File: src/rtl/wb_pkg.sv
// Shared types and constants for the MEM->WB pipeline stage.
// Default field widths, the write-back payload layout and occupancy encodings.
package wb_pkg;

  localparam int WB_DATA_W     = 32;
  localparam int WB_REG_ADDR_W = 5;
  localparam int WB_PC_W       = 32;

  typedef struct packed {
    logic                     regwrite;
    logic [WB_DATA_W-1:0]     wdata;
    logic [WB_REG_ADDR_W-1:0] wreg;
    logic [WB_PC_W-1:0]       pc;
  } wb_payload_t;

  localparam int WB_PAYLOAD_W = $bits(wb_payload_t);

  typedef logic [1:0] occ_t;

  localparam occ_t OCC_EMPTY = 2'd0;
  localparam occ_t OCC_ONE   = 2'd1;
  localparam occ_t OCC_FULL  = 2'd2;

endpackage

File: src/rtl/wb_pipe_stage_if.sv
// Handshake bus of the MEM->WB stage: upstream payload in, head payload out.
// The slave modport is the stage itself; the master modport is whoever drives it.
interface wb_pipe_stage_if
  import wb_pkg::*;
#(
  parameter int DATA_W     = WB_DATA_W,
  parameter int REG_ADDR_W = WB_REG_ADDR_W,
  parameter int PC_W       = WB_PC_W
);

  logic                  in_valid;
  logic                  in_ready;
  logic                  flush;
  logic                  regwrite_in;
  logic [DATA_W-1:0]     wdata_in;
  logic [REG_ADDR_W-1:0] wreg_in;
  logic [PC_W-1:0]       pc_in;
  logic                  out_valid;
  logic                  out_ready;
  logic                  regwrite_out;
  logic [DATA_W-1:0]     wdata_out;
  logic [REG_ADDR_W-1:0] wreg_out;
  logic [PC_W-1:0]       pc_out;
  logic [1:0]            occupancy;

  modport slave (
    input  in_valid, flush, regwrite_in, wdata_in, wreg_in, pc_in, out_ready,
    output in_ready, out_valid, regwrite_out, wdata_out, wreg_out, pc_out, occupancy
  );

  modport master (
    output in_valid, flush, regwrite_in, wdata_in, wreg_in, pc_in, out_ready,
    input  in_ready, out_valid, regwrite_out, wdata_out, wreg_out, pc_out, occupancy
  );

endinterface

File: src/rtl/pipe_skid_buf.sv
// Generic two-entry skid buffer: head entry drives the outputs, skid entry catches
// one extra beat while the head stalls. in_ready is registered, so no comb path from out_ready.
module pipe_skid_buf
  import wb_pkg::*;
#(
  parameter int WIDTH    = 8,
  parameter bit NEG_EDGE = 1'b1
) (
  input  logic             Clk,
  input  logic             Reset,
  input  logic             flush,
  input  logic             in_valid,
  output logic             in_ready,
  input  logic [WIDTH-1:0] in_data,
  output logic             out_valid,
  input  logic             out_ready,
  output logic [WIDTH-1:0] out_data,
  output logic [1:0]       occupancy
);

  logic             clk_act;
  logic [WIDTH-1:0] head_reg, head_next;
  logic [WIDTH-1:0] skid_reg, skid_next;
  occ_t             occ_reg, occ_next;
  logic             in_ready_reg;
  logic             out_valid_reg;
  logic             accept;
  logic             drain;

  // Falling-edge operation is an inverted clock, which maps onto the FF clock inverter.
  generate
    if (NEG_EDGE) begin : g_neg
      assign clk_act = ~Clk;
    end else begin : g_pos
      assign clk_act = Clk;
    end
  endgenerate

  assign accept = in_valid & in_ready_reg;
  assign drain  = out_valid_reg & out_ready;

  always_comb begin
    head_next = head_reg;
    skid_next = skid_reg;
    occ_next  = occ_reg;
    if (flush) begin
      occ_next = OCC_EMPTY;
    end else begin
      case (occ_reg)
        OCC_EMPTY: begin
          if (accept) begin
            head_next = in_data;
            occ_next  = OCC_ONE;
          end
        end
        OCC_ONE: begin
          if (accept && drain) begin
            head_next = in_data;
          end else if (accept) begin
            skid_next = in_data;
            occ_next  = OCC_FULL;
          end else if (drain) begin
            occ_next  = OCC_EMPTY;
          end
        end
        OCC_FULL: begin
          if (drain) begin
            head_next = skid_reg;
            occ_next  = OCC_ONE;
          end
        end
        default: occ_next = OCC_EMPTY;
      endcase
    end
  end

  always_ff @(posedge clk_act or posedge Reset) begin
    if (Reset) begin
      head_reg      <= '0;
      skid_reg      <= '0;
      occ_reg       <= OCC_EMPTY;
      in_ready_reg  <= 1'b1;
      out_valid_reg <= 1'b0;
    end else begin
      head_reg      <= head_next;
      skid_reg      <= skid_next;
      occ_reg       <= occ_next;
      in_ready_reg  <= (occ_next != OCC_FULL);
      out_valid_reg <= (occ_next != OCC_EMPTY);
    end
  end

  assign in_ready  = in_ready_reg;
  assign out_valid = out_valid_reg;
  assign out_data  = head_reg;
  assign occupancy = occ_reg;

endmodule

File: src/rtl/wb_pipe_stage.sv
// MEM->WB pipeline register with valid/ready handshake, flush and register-0 write suppression.
// Packs the write-back fields into one word for the skid buffer and gates regwrite on the way out.
module wb_pipe_stage
  import wb_pkg::*;
#(
  parameter int DATA_W        = WB_DATA_W,
  parameter int REG_ADDR_W    = WB_REG_ADDR_W,
  parameter int PC_W          = WB_PC_W,
  parameter bit NEG_EDGE      = 1'b1,
  parameter bit ZERO_SUPPRESS = 1'b1
) (
  input logic             Clk,
  input logic             Reset,
  wb_pipe_stage_if.slave  bus
);

  // Same field order as wb_payload_t, sized by this instance's parameters.
  typedef struct packed {
    logic                  regwrite;
    logic [DATA_W-1:0]     wdata;
    logic [REG_ADDR_W-1:0] wreg;
    logic [PC_W-1:0]       pc;
  } payload_t;

  localparam int PAYLOAD_W = $bits(payload_t);

  payload_t in_p;
  payload_t out_p;
  logic     out_valid;
  logic     rw_capture;

  generate
    if (ZERO_SUPPRESS) begin : g_zs
      assign rw_capture = bus.regwrite_in & (bus.wreg_in != '0);
    end else begin : g_nozs
      assign rw_capture = bus.regwrite_in;
    end
  endgenerate

  assign in_p.regwrite = rw_capture;
  assign in_p.wdata    = bus.wdata_in;
  assign in_p.wreg     = bus.wreg_in;
  assign in_p.pc       = bus.pc_in;

  pipe_skid_buf #(
    .WIDTH    (PAYLOAD_W),
    .NEG_EDGE (NEG_EDGE)
  ) u_skid (
    .Clk       (Clk),
    .Reset     (Reset),
    .flush     (bus.flush),
    .in_valid  (bus.in_valid),
    .in_ready  (bus.in_ready),
    .in_data   (in_p),
    .out_valid (out_valid),
    .out_ready (bus.out_ready),
    .out_data  (out_p),
    .occupancy (bus.occupancy)
  );

  // A stale head left behind by a drain or flush must never reach the register file.
  assign bus.out_valid    = out_valid;
  assign bus.regwrite_out = out_p.regwrite & out_valid;
  assign bus.wdata_out    = out_p.wdata;
  assign bus.wreg_out     = out_p.wreg;
  assign bus.pc_out       = out_p.pc;

endmodule

File: src/flat_wrapper.sv
// flat-port wrapper written by rule: the top's interface ports become plain ports
module wb_pipe_stage_flat import wb_pkg::*;
#(
  parameter int DATA_W        = WB_DATA_W,
  parameter int REG_ADDR_W    = WB_REG_ADDR_W,
  parameter int PC_W          = WB_PC_W,
  parameter bit NEG_EDGE      = 1'b1,
  parameter bit ZERO_SUPPRESS = 1'b1
)
  (Clk, Reset, bus_in_valid, bus_flush, bus_regwrite_in, bus_wdata_in, bus_wreg_in, bus_pc_in, bus_out_ready, bus_in_ready, bus_out_valid, bus_regwrite_out, bus_wdata_out, bus_wreg_out, bus_pc_out, bus_occupancy);
  wb_pipe_stage_if #(.DATA_W(DATA_W), .REG_ADDR_W(REG_ADDR_W), .PC_W(PC_W)) bus_i ();
  input logic Clk;
  input logic Reset;
  input wire logic [$bits(bus_i.in_valid)-1:0] bus_in_valid;
  input wire logic [$bits(bus_i.flush)-1:0] bus_flush;
  input wire logic [$bits(bus_i.regwrite_in)-1:0] bus_regwrite_in;
  input wire logic [$bits(bus_i.wdata_in)-1:0] bus_wdata_in;
  input wire logic [$bits(bus_i.wreg_in)-1:0] bus_wreg_in;
  input wire logic [$bits(bus_i.pc_in)-1:0] bus_pc_in;
  input wire logic [$bits(bus_i.out_ready)-1:0] bus_out_ready;
  output wire logic [$bits(bus_i.in_ready)-1:0] bus_in_ready;
  output wire logic [$bits(bus_i.out_valid)-1:0] bus_out_valid;
  output wire logic [$bits(bus_i.regwrite_out)-1:0] bus_regwrite_out;
  output wire logic [$bits(bus_i.wdata_out)-1:0] bus_wdata_out;
  output wire logic [$bits(bus_i.wreg_out)-1:0] bus_wreg_out;
  output wire logic [$bits(bus_i.pc_out)-1:0] bus_pc_out;
  output wire logic [$bits(bus_i.occupancy)-1:0] bus_occupancy;
  assign bus_i.in_valid = bus_in_valid;
  assign bus_i.flush = bus_flush;
  assign bus_i.regwrite_in = bus_regwrite_in;
  assign bus_i.wdata_in = bus_wdata_in;
  assign bus_i.wreg_in = bus_wreg_in;
  assign bus_i.pc_in = bus_pc_in;
  assign bus_i.out_ready = bus_out_ready;
  assign bus_in_ready = bus_i.in_ready;
  assign bus_out_valid = bus_i.out_valid;
  assign bus_regwrite_out = bus_i.regwrite_out;
  assign bus_wdata_out = bus_i.wdata_out;
  assign bus_wreg_out = bus_i.wreg_out;
  assign bus_pc_out = bus_i.pc_out;
  assign bus_occupancy = bus_i.occupancy;
  wb_pipe_stage #(.DATA_W(DATA_W), .REG_ADDR_W(REG_ADDR_W), .PC_W(PC_W), .NEG_EDGE(NEG_EDGE), .ZERO_SUPPRESS(ZERO_SUPPRESS)) u_core (.Clk(Clk), .Reset(Reset), .bus(bus_i));
endmodule
File: config.mk
export PLATFORM = sky130hd
export DESIGN_NAME = wb_pipe_stage_flat
export DESIGN_NICKNAME = d
export VERILOG_FILES = /design/src/rtl/wb_pkg.sv /design/src/rtl/wb_pipe_stage_if.sv /design/src/rtl/pipe_skid_buf.sv /design/src/rtl/wb_pipe_stage.sv /design/src/flat_wrapper.sv
export SDC_FILE = /design/constraint.sdc
export NUM_CORES = 1
export LEC_CHECK = 0
export BUFFER_PORTS_ARGS = -buffer_cell sky130_fd_sc_hd__buf_2
export CORE_ASPECT_RATIO = 0.5
export CORE_MARGIN = 1
export CORE_UTILIZATION = 55
export CTS_CLUSTER_SIZE = 8
export DETAILED_ROUTE_END_ITERATION = 16
export PLACE_DENSITY = 0.81
export SETUP_SLACK_MARGIN = 0.02
export SLEW_MARGIN = 40
export SYNTH_ARGS = -nofsm -noshare
export SYNTH_HDL_FRONTEND = slang
export SYNTH_SLANG_ARGS = --single-unit
File: constraint.sdc
create_clock -name Clk -period 12.65 [get_ports Clk]
set_input_delay 3.1625 -clock Clk [delete_from_list [all_inputs] [get_ports Clk]]
set_output_delay 3.1625 -clock Clk [all_outputs]
set_load 0.005 [all_outputs]
==> results.txt <==
The area overhead of the layout relative to synthesis is 16.24%. The clock-pin slew reported for the worst setup and hold paths after clock tree synthesis is approximately 0.040 ns. The top fanout value on the critical path came out at 71. Sorting the synthesized cells by how often they occur yields nand2_1 (145), dfrtn_1 (143), buf_4 (73). The final weighted congestion in routability-driven placement is 0.7619. The sum of net half-perimeters after detailed placement is about 8000 µm. Summing every instance area after synthesis gives approximately 6500 µm². The number of core rows came out at 27.

The final cell area excluding filler cells came out at 7530 µm². The worst register-to-register path has a setup slack of between 10 and 15 ns. The worst setup path is launched from a primary input. The number of I/O port buffers is 148. The class of the most critical setup path is primary input to flip-flop. The power density relative to cell area came out at between 200 and 250 nW/µm². The area share of the largest cell type after synthesis came out at between 50% and 60%. After the last flow step, the layout net total stands at around 770. The length in cells of the worst reg-to-reg path is 6.

The worst register-to-register path ends at u_core.u_skid.out_data[69]. The initial cell density of the core came out at slightly below 60%. Clock latency on the worst-skew pair, taken at its later pin, is 0.43 ns. The final hold violation count came to 0.

The count of inserted antenna diode cells is 0. The region available for standard cell placement spans 11220 µm². The worst-case vdd ir drop came out at between 0.1 and 0.15 mV. The run finished with clean final reports.

The max-slew violation count was 0. The average instance area after synthesis is about 10 µm². The share of the Yosys chip area taken by registers is 55.65%. TritonCTS built the clock tree. In this run, the number of DRC markers left after iteration 0 of detailed routing was around 250.

The final count of negative-setup-slack endpoints is 0. The routed wirelength normalized by instance count is between 10 and 15 µm. The number of sinks on the clock net came out at about 140. The number of stages on the worst hold path is 2. The width of the chip came out at roughly 160 µm. The number of fill cells in the layout came out at around 900. The number of flip-flops and latches in the synthesized netlist is approximately 140. The worst setup path is captured at a flip-flop. The total die area is around 12000 µm². In this run the critical register-to-register path is launched from u_core.u_skid.occupancy[1]. By area the synthesized netlist is led by dfrtn_1 (55%), mux2_2 (12%), buf_4 (8.5%), nand2_1 (8.4%), a31oi_1 (6.7%). dfrtn_1 takes more of the synthesized area than any other cell. The synthesized netlist net count is 704. The arrival time reported for the critical path endpoint came out at about 4.6 ns.

The initial antenna violation count is 0. The residual overflow from global routing came out at 0. The type of the worst min-delay path is flip-flop to flip-flop. The worst-margin pin slew came out at between 0.8 and 0.9 ns. The wire length of the first global-routing pass is between 20000 and 25000 µm. The number of H-tree levels is 4. Counting flops with an async set or reset pin after synthesis yields a share of 100.0%. The number of routed nets with antenna violations came out at 0. The total routing usage reported by global routing is a little over a fifth. The number of hold buffers added after cts came out at 0. Setup repair after global routing left no endpoint under its margin.

The instance count of the mapped netlist is 629. Setup total negative slack on the finished layout was measured at 0 ns. The first TritonRoute pass finished after 4 iterations. The root buffer cell is clkbuf_16.

The number of flops mapped to enable cells by yosys is 0. The leakage component of the power came out at approximately 3.5 nW. The average via count per standard cell is around 5. Among all flip-flop cells after synthesis, the most frequent one is dfrtn_1. The area of the multi-input gates is 2196 µm². The buffer depth of the longest clock path came out at 2. The via count of the first global-routing pass came out at between 4000 and 5000. The number of DRC violations after detailed routing came out at 0. The worst pin sits at a relative slew slack of a little under half. The die boundary height is approximately 79 µm. The total of max-cap violations is 0. The share of layout cells above drive strength 1 came out at between 30% and 40%. The number of top-level pins came out at roughly 150.

Between clock sinks in the finished design, the worst skew comes to 0.04558 ns. The sum of routed wire length over all layers is 12530 µm. The post-cts gate resize count is 0.

The origin of the worst min-delay path is u_core.u_skid.skid_reg[69]. Yosys printed 0 warnings. The maximum number of pins on one net before global-route repair came out at slightly above 90.

The number of different library cells in the post-synthesis netlist is 24. The total clock buffers created by CTS is 17. The post-placement cell area is 6879 µm². Across the whole layout, storage elements account for 3605 µm². The worst hold path terminates at u_core.u_skid.skid_reg[69]. Once the clock tree was built, the setup fixing pass inserted 0 buffers. At the worst endpoint, the required time is roughly 6.6 ns. The via count is roughly 4500. In the post-synthesis netlist, the cell with the most instances is nand2_1.
[kinds of logic (layout without fill, tap and decap cells)]
family          Yosys count  count (layout)  share of synthesized area (%)
mux                      70              70                          12.17
buf+inv                 111             193                          11.03
compound gates           80              80                          7.823
flops                   144             144                          55.65
simple gates            224             224                          13.33
[area by class of cell]
cell class,instances,share of cell area (%)
multi-input cells,374,29.16
inverters,3,0.1994
clock inverters,12,2.393
repair buffers,157,11.48
flip-flops and latches,144,47.87
well taps,159,2.642
clock buffers,21,6.248
[critical path, cell delays in order]
cell     delay (ns)
buf_2          0.14
a21oi_1        0.39
nand2_8        0.41
mux2_2         0.42
[metal layers]
| layer | up-vias | routed length, µm | track usage, % |
|---|---|---|---|
| met5 | - | 0 | 0 |
| met3 | 16 | 452 | 5.076 |
| met4 | 0 | 174 | 8.627 |
| li1 | 2173 | - | - |
| met2 | 89 | 6269 | 37.35 |
| met1 | 2188 | 5633 | 27.41 |
[placed cells by master (no fill, tap or decap), drive strengths merged, types with 2 or more instances in the layout]
cell type / synthesis / layout
mux2: 70 / 70
dfrtn: 143 / 143
a21oi: 2 / 2
a31oi: 69 / 69
nor2: 71 / 71
inv: 4 / 5
buf: 92 / 157
bufinv: 0 / 4
o21ai: 4 / 4
clkinvlp: 0 / 5
nand2: 145 / 145
clkbuf: 15 / 21
a21o: 2 / 2
[worst max-delay path by stage]
stage,startpoint,depth (start not counted),end
after floorplan,Reset,1,u_core.u_skid.occupancy[0]
after global placement,bus_in_valid,5,u_core.u_skid.out_data[14]
after detailed placement,bus_in_valid,5,u_core.u_skid.out_data[51]
after CTS,bus_in_valid,5,u_core.u_skid.out_data[38]
after global routing,bus_flush,4,u_core.u_skid.skid_reg[5]
final,bus_flush,4,u_core.u_skid.skid_reg[3]
[power by group]
part           total [mW]  leakage [nW]  switching [mW]  internal (mW)
sequential          0.748          1.66          0.0918          0.656
combinational       0.339          1.53           0.151          0.189
clock               0.541         0.308           0.193          0.348
[through the flow]
stage	total power, mW	setup slack [ns]	instances	util [%]	hold WS [ns]
3_3_place_gp	1.072	1.488	835	60.81	0.4201
3_5_place_dp	1.099	1.465	838	61.33	0.4409
2_1_floorplan	1.053	1.471	629	-	0.4049
6_report	1.628	1.989	870	67.14	0.4460
5_1_grt	1.721	1.916	870	67.14	0.4586
4_1_cts	1.643	1.863	870	67.10	0.4418
No activity file was read; power rests on OpenSTA's default activity.
